## config.mk

```make
export PLATFORM = sky130hd
export DESIGN_NAME = main_memory_responder
export DESIGN_NICKNAME = d
export VERILOG_FILES = /design/src/rtl/main_memory_responder_pkg.sv /design/src/rtl/main_memory_responder_mem_array.sv /design/src/rtl/main_memory_responder.sv
export SDC_FILE = /design/constraint.sdc
export NUM_CORES = 2
export LEC_CHECK = 0
export ABC_CLOCK_PERIOD_IN_PS = 81700
export CORE_ASPECT_RATIO = 0.75
export CORE_MARGIN = 3
export CORE_UTILIZATION = 64
export DETAILED_ROUTE_END_ITERATION = 16
export PLACE_DENSITY = 0.8
export SYNTH_ARGS = -nofsm -noshare
export SYNTH_HDL_FRONTEND = slang
export SYNTH_SLANG_ARGS = --single-unit
```

## constraint.sdc

```tcl
create_clock -name CC_clk -period 81.7 [get_ports CC_clk]
set_input_delay 16.34 -clock CC_clk [delete_from_list [all_inputs] [get_ports CC_clk]]
set_output_delay 16.34 -clock CC_clk [all_outputs]
set_load 0.01 [all_outputs]
```

## src/rtl/main_memory_responder_pkg.sv

```systemverilog
// ---------------------------------------------------------------------------
// main_memory_responder_pkg
// Shared cache definitions: default geometry (address width, data width,
// words per line) and the responder FSM state encoding. cache_controller
// imports the same package, so both sides agree on these values.
// ---------------------------------------------------------------------------
package main_memory_responder_pkg;

   localparam int MM_ADDR_W     = 8;
   localparam int MM_DATA_W     = 8;
   localparam int MM_LINE_WORDS = 4;

   typedef enum logic [1:0] {
      ST_IDLE  = 2'd0,
      ST_WAIT  = 2'd1,
      ST_BURST = 2'd2,
      ST_WRITE = 2'd3
   } mem_state_e;

endpackage

```

## src/rtl/main_memory_responder_mem_array.sv

```systemverilog
// ---------------------------------------------------------------------------
// main_mem_array
// Backing store for the main memory responder: 2^ADDR_W words of DATA_W
// bits, one synchronous write port and one asynchronous read port.
// On reset every word is loaded with its own address.
//
// Ports
//   clk_i    : clock, rising edge
//   rst_i    : asynchronous active-high reset (re-initialises contents)
//   we_i     : write enable
//   waddr_i  : write address
//   wdata_i  : write data
//   raddr_i  : read address
//   rdata_o  : combinational read data
// ---------------------------------------------------------------------------
module main_mem_array #(
   parameter int ADDR_W = 8,
   parameter int DATA_W = 8
) (
   input  logic              clk_i,
   input  logic              rst_i,
   input  logic              we_i,
   input  logic [ADDR_W-1:0] waddr_i,
   input  logic [DATA_W-1:0] wdata_i,
   input  logic [ADDR_W-1:0] raddr_i,
   output logic [DATA_W-1:0] rdata_o
);

   localparam int DEPTH = 1 << ADDR_W;

   logic [DATA_W-1:0] mem_q [DEPTH];

   always_ff @(posedge clk_i or posedge rst_i) begin
      if (rst_i) begin
         for (int i = 0; i < DEPTH; i++) begin
            mem_q[i] <= DATA_W'(i);
         end
      end else if (we_i) begin
         mem_q[waddr_i] <= wdata_i;
      end
   end

   assign rdata_o = mem_q[raddr_i];

endmodule

```

## src/rtl/main_memory_responder.sv

```systemverilog
// ---------------------------------------------------------------------------
// main_memory_responder
// Main-memory model answering the cache controller. A request is latched,
// waits LATENCY cycles, then either streams a whole cache line (one beat
// per cycle) or commits a single-word write and pulses mem_wack.
//
// Ports
//   CC_clk     : clock, rising edge
//   rst        : asynchronous active-high reset
//   mem_req    : request strobe (accepted only when the FSM can take it)
//   mem_we     : 1 = single-word write, 0 = line-fill read
//   mem_addr   : request byte address
//   mem_wdata  : write data
//   mem_busy   : high while an operation is in flight
//   mem_rvalid : qualifies mem_rdata / mem_beat
//   mem_rdata  : line-fill read data (holds when mem_rvalid is low)
//   mem_beat   : beat index within the line
//   mem_wack   : one-cycle pulse once a write has committed
// ---------------------------------------------------------------------------
module main_memory_responder
   import main_memory_responder_pkg::*;
#(
   parameter int ADDR_W     = MM_ADDR_W,
   parameter int DATA_W     = MM_DATA_W,
   parameter int LINE_WORDS = MM_LINE_WORDS,
   parameter int LATENCY    = 3,
   localparam int BEAT_W    = $clog2(LINE_WORDS)
) (
   input  logic              CC_clk,
   input  logic              rst,
   input  logic              mem_req,
   input  logic              mem_we,
   input  logic [ADDR_W-1:0] mem_addr,
   input  logic [DATA_W-1:0] mem_wdata,
   output logic              mem_busy,
   output logic              mem_rvalid,
   output logic [DATA_W-1:0] mem_rdata,
   output logic [BEAT_W-1:0] mem_beat,
   output logic              mem_wack
);

   localparam int CNT_W = $clog2(LATENCY + 1);
   localparam int IDX_W = BEAT_W + 1;

   mem_state_e        state_q;
   logic [CNT_W-1:0]  cnt_q;
   logic [CNT_W-1:0]  cnt_d;
   logic [IDX_W-1:0]  idx_q;
   logic [ADDR_W-1:0] addr_q;
   logic              we_q;
   logic [DATA_W-1:0] wdata_q;

   logic              burst_done;
   logic              accept;
   logic              mem_wr;
   logic [ADDR_W-1:0] rd_addr;
   logic [DATA_W-1:0] rd_data;

   // idx_q == LINE_WORDS means every beat has been issued; this is the
   // completion cycle of a burst.
   assign burst_done = (state_q == ST_BURST) && (idx_q == IDX_W'(LINE_WORDS));

   // A new request is taken in IDLE and also on the edge that completes the
   // current operation, so a requester holding mem_req gets back-to-back
   // service without an idle bubble.
   assign accept = mem_req &&
                   ((state_q == ST_IDLE) || (state_q == ST_WRITE) || burst_done);

   assign cnt_d  = cnt_q - CNT_W'(1);
   assign mem_wr = (state_q == ST_WRITE);

   // Line base has its low bits cleared, so substituting the beat index
   // there stays inside the line and never carries into the next one.
   assign rd_addr = {addr_q[ADDR_W-1:BEAT_W], idx_q[BEAT_W-1:0]};

   main_mem_array #(
      .ADDR_W (ADDR_W),
      .DATA_W (DATA_W)
   ) u_array (
      .clk_i   (CC_clk),
      .rst_i   (rst),
      .we_i    (mem_wr),
      .waddr_i (addr_q),
      .wdata_i (wdata_q),
      .raddr_i (rd_addr),
      .rdata_o (rd_data)
   );

   // Request payload: data only, no reset needed.
   always_ff @(posedge CC_clk) begin
      if (accept) begin
         addr_q  <= mem_addr;
         we_q    <= mem_we;
         wdata_q <= mem_wdata;
      end
   end

   always_ff @(posedge CC_clk or posedge rst) begin
      if (rst) begin
         state_q    <= ST_IDLE;
         cnt_q      <= '0;
         idx_q      <= '0;
         mem_busy   <= 1'b0;
         mem_rvalid <= 1'b0;
         mem_wack   <= 1'b0;
         mem_rdata  <= '0;
         mem_beat   <= '0;
      end else begin
         mem_rvalid <= 1'b0;
         mem_wack   <= 1'b0;

         case (state_q)
            ST_WAIT: begin
               cnt_q <= cnt_d;
               if (cnt_d == '0) begin
                  state_q <= we_q ? ST_WRITE : ST_BURST;
                  idx_q   <= '0;
               end
            end
            ST_BURST: begin
               if (!burst_done) begin
                  mem_rvalid <= 1'b1;
                  mem_rdata  <= rd_data;
                  mem_beat   <= idx_q[BEAT_W-1:0];
                  idx_q      <= idx_q + IDX_W'(1);
               end
            end
            // The array commits on this same edge, so the ack and the
            // write land together.
            ST_WRITE: mem_wack <= 1'b1;
            default: ;
         endcase

         if (accept) begin
            state_q  <= ST_WAIT;
            cnt_q    <= CNT_W'(LATENCY);
            mem_busy <= 1'b1;
         end else if ((state_q == ST_WRITE) || burst_done) begin
            state_q  <= ST_IDLE;
            mem_busy <= 1'b0;
         end
      end
   end

endmodule

```

==> results.json <==
{
  "timing.hold.worst_path_depth": 2,
  "count_of_nets_left_with_antenna_violations_after_detail_routing": 0,
  "viasPerCell": 6.93,
  "synth-edff-count": 17,
  "most_common_cell_after_layout_fill_and_taps_aside": "mux2_2",
  "fp_rows": 122,
  "post_synth_inst_count": 6138,
  "worst_min_path_class": "reg -> reg",
  "yosysWarningCount": 0,
  "layout.nets": 6046,
  "grt-ovfl-total": 0,
  "vdd.ir_drop.worst_uv": 24.6,
  "grt_max_degree": 257,
  "post_cts_buffers": 0,
  "cp-start-kind": "input pin",
  "worst_r2r_path_depth": 11,
  "finalCritPeriodShare_pct": 24.9,
  "clk_transition_reported_paths_ps": 60,
  "fmax_mhz": 49.2,
  "slew_violations": 0,
  "grt_antenna_before_repair": 13,
  "worst_slew_margin_rel_pct": 10.4,
  "ys_seq_elements": 2085,
  "synth-async-reset-ratio_pct": 99.2,
  "worst-path-max-fanout": 180,
  "post_cts_resized": 0,
  "port_buffers": 32,
  "layout.core_utilization_pct": 70.3,
  "drt_drc_violations_left": 0,
  "powerDensity_nw_per_um2": 25.6,
  "grt_setup_unrepaired": "false",
  "cts_tree": "yes",
  "synth.net_count": 6164,
  "p_leak_nw": 45.2,
  "cts.sink_count": 2085,
  "gp_routability_congestion": 0.837,
  "drt_first_pass_iters": 7,
  "dieWidth_um": 453,
  "initial_utilization_pct": 64.7,
  "worstSkewPairLatency_ps": 830,
  "dp.final_hpwl_mm": 156,
  "wirelength_mm": 256,
  "period_needed_ps": 20330,
  "ys_dominant_reg_cell": "dfrtp_1",
  "final_cell_mix": "mux2_2 (2056), dfrtp_1 (1042), dfstp_2 (1024)",
  "setup_tns_ps": 0,
  "setup_skew_after_layout_ps": 31.9,
  "synth_seq_area_share_pct": 55.7,
  "clock_tree.htree_level_count": 4,
  "fp.coreArea_um2": 148000,
  "cp_data_arrival_time_ps": 21110,
  "drt_iter0_drc": 6051,
  "routedWlPerCell_um": 31.3,
  "vias_in_the_first_global_route": 58300,
  "tightestPinTransition_ps": 1340,
  "run_status": "completed",
  "global_route.usage.total_pct": 33.7,
  "drive_gt1_share_pct": 65.2,
  "die_h_um": 342,
  "via_count": 56700,
  "root_buffer": "clkbuf_16",
  "die_area_um2": 155000,
  "syn-mean-instance-area_um2": 15.7,
  "maxCapViolCount": 0,
  "synth_area_um2": 96100,
  "max_clock_buf_depth": 3,
  "setup_viol": 0,
  "design.portCount": 33,
  "final_hold_viol_count": 0,
  "ctsHoldBuffers": 0,
  "kind_of_critical_path": "in -> async",
  "synthDistinctLibCells": 63,
  "global_route_wire_length_before_repair_mm": 388,
  "critical_path.endpoint_type": "asynchronous set/reset pin",
  "cts-buffers-inserted": 192,
  "syn_to_layout_area_delta_pct": 8.59,
  "timing.critical_path.required_ps": 82490
}
-- area by class of cell --
type,instances,area (µm²)
flip-flops and latches,2085,53500
inverters,11,58.8
repair buffers,143,1280
clock inverters,49,613
well taps,1984,2480
diodes,6,15.0
multi-input cells,3587,40500
fillers,9431,44000
clock buffers,313,5860
-- logic make-up after synthesis --
logic type	Yosys count	share of synthesized area, %
AOI/OAI and AO/OA	216	1.65
xor gates and xnor gates	1	0.00912
adders and majority gates	6	0.0781
buffers and inverters	466	2.22
DFF	2085	55.7
muxes	2694	37.4
and+or+nand+nor	670	2.94
-- layer usage --
layer | part of all wire [%] | vias up | wire length [µm] | GRT usage [%]
li1 | - | 22600 | - | -
met1 | 42 | 31000 | 107000 | 49.9
met2 | 45 | 2550 | 114000 | 48.5
met3 | 9.7 | 530 | 24900 | 8.35
met4 | 3.8 | 10 | 9620 | 12.9
met5 | 0.063 | - | 162 | 0.500
-- worst paths after layout --
check	from	end	slack [ps]
max	rst	u_array.mem_q[1662]$_DFFE_PP0P_	61370
min	mem_beat[1]$_DFFE_PP0P_	mem_beat[1]$_DFFE_PP0P_	480
max reg2reg	idx_q[1]$_DFFE_PP0P_	mem_rdata[6]$_DFFE_PP0P_	75530
min reg2reg	mem_beat[1]$_DFFE_PP0P_	mem_beat[1]$_DFFE_PP0P_	480
max in group CC_clk	mem_rdata[1]$_DFFE_PP0P_	mem_rdata[1]	63600
min in group asynchronous	rst	u_array.mem_q[57]$_DFFE_PP0P_	16050
-- per-stage QoR --
step                worst slack [ps]  std cells  total power [mW]  instance area, µm²  hold WS (ps)
finish                         61370       8178              2.68              104000           481
global route                   60750       8173              2.76              104000           510
CTS                            61280       8172              2.68              104000           486
detailed placement             60400       7810              1.76               97800           472
global placement               60500       7810              1.74               97800           481
floorplan                       8640       6138              1.58               96100           471
-- worst max-delay path, stage by stage --
cell             delay, ps
clkdlybuf4s50_1        490
inv_8                  550
buf_12                 630
buf_4                  860
buf_4                  830
buf_4                  950
-- cells in the mapped netlist (all sizes together) (5+ instances only) --
| master | number | area [µm²] |
|---|---|---|
| nor2 | 203 | 805 |
| dfrtp | 1044 | 26100 |
| o22ai | 18 | 113 |
| mux4 | 509 | 11500 |
| nor4 | 10 | 62.6 |
| and3 | 6 | 37.5 |
| a32o | 8 | 80.1 |
| a22oi | 11 | 82.6 |
| mux2 | 2056 | 23200 |
| buf | 149 | 938 |
| clkbuf | 306 | 1150 |
| edfxtp | 17 | 510 |
| o21ai | 23 | 115 |
| o2111ai | 5 | 43.8 |
| ha | 6 | 75.1 |
| a31oi | 14 | 87.6 |
| nand3 | 31 | 155 |
| a311oi | 5 | 43.8 |
| nand2 | 349 | 1310 |
| nand4 | 6 | 37.5 |
| mux2i | 129 | 1290 |
| dfstp | 1024 | 26900 |
| a32oi | 51 | 447 |
| a21oi | 34 | 170 |
| nor3 | 20 | 105 |
| nor2b | 10 | 62.6 |
| nand2b | 12 | 75.1 |
| a2111oi | 8 | 70.1 |
| a22o | 6 | 52.6 |
| inv | 10 | 37.5 |
-- power by group --
part           leakage [nW]  switching (mW)  internal (mW)
Sequential             25.2          0.0502           1.15
Clock                  3.17           0.395          0.531
Combinational          16.8           0.351          0.202
Total                  45.2           0.797           1.88
-- state kept, by name, indices dropped and copies added (netlist names) --
signal / cells
mem_rvalid: 1
state_q: 2
idx_q: 3
we_q: 1
cnt_q: 2
wdata_q: 8
mem_beat: 2
mem_busy: 1
mem_rdata: 8
u_array.mem_q: 2048
mem_wack: 1
addr_q: 8
(Power assumes the default switching activity.)
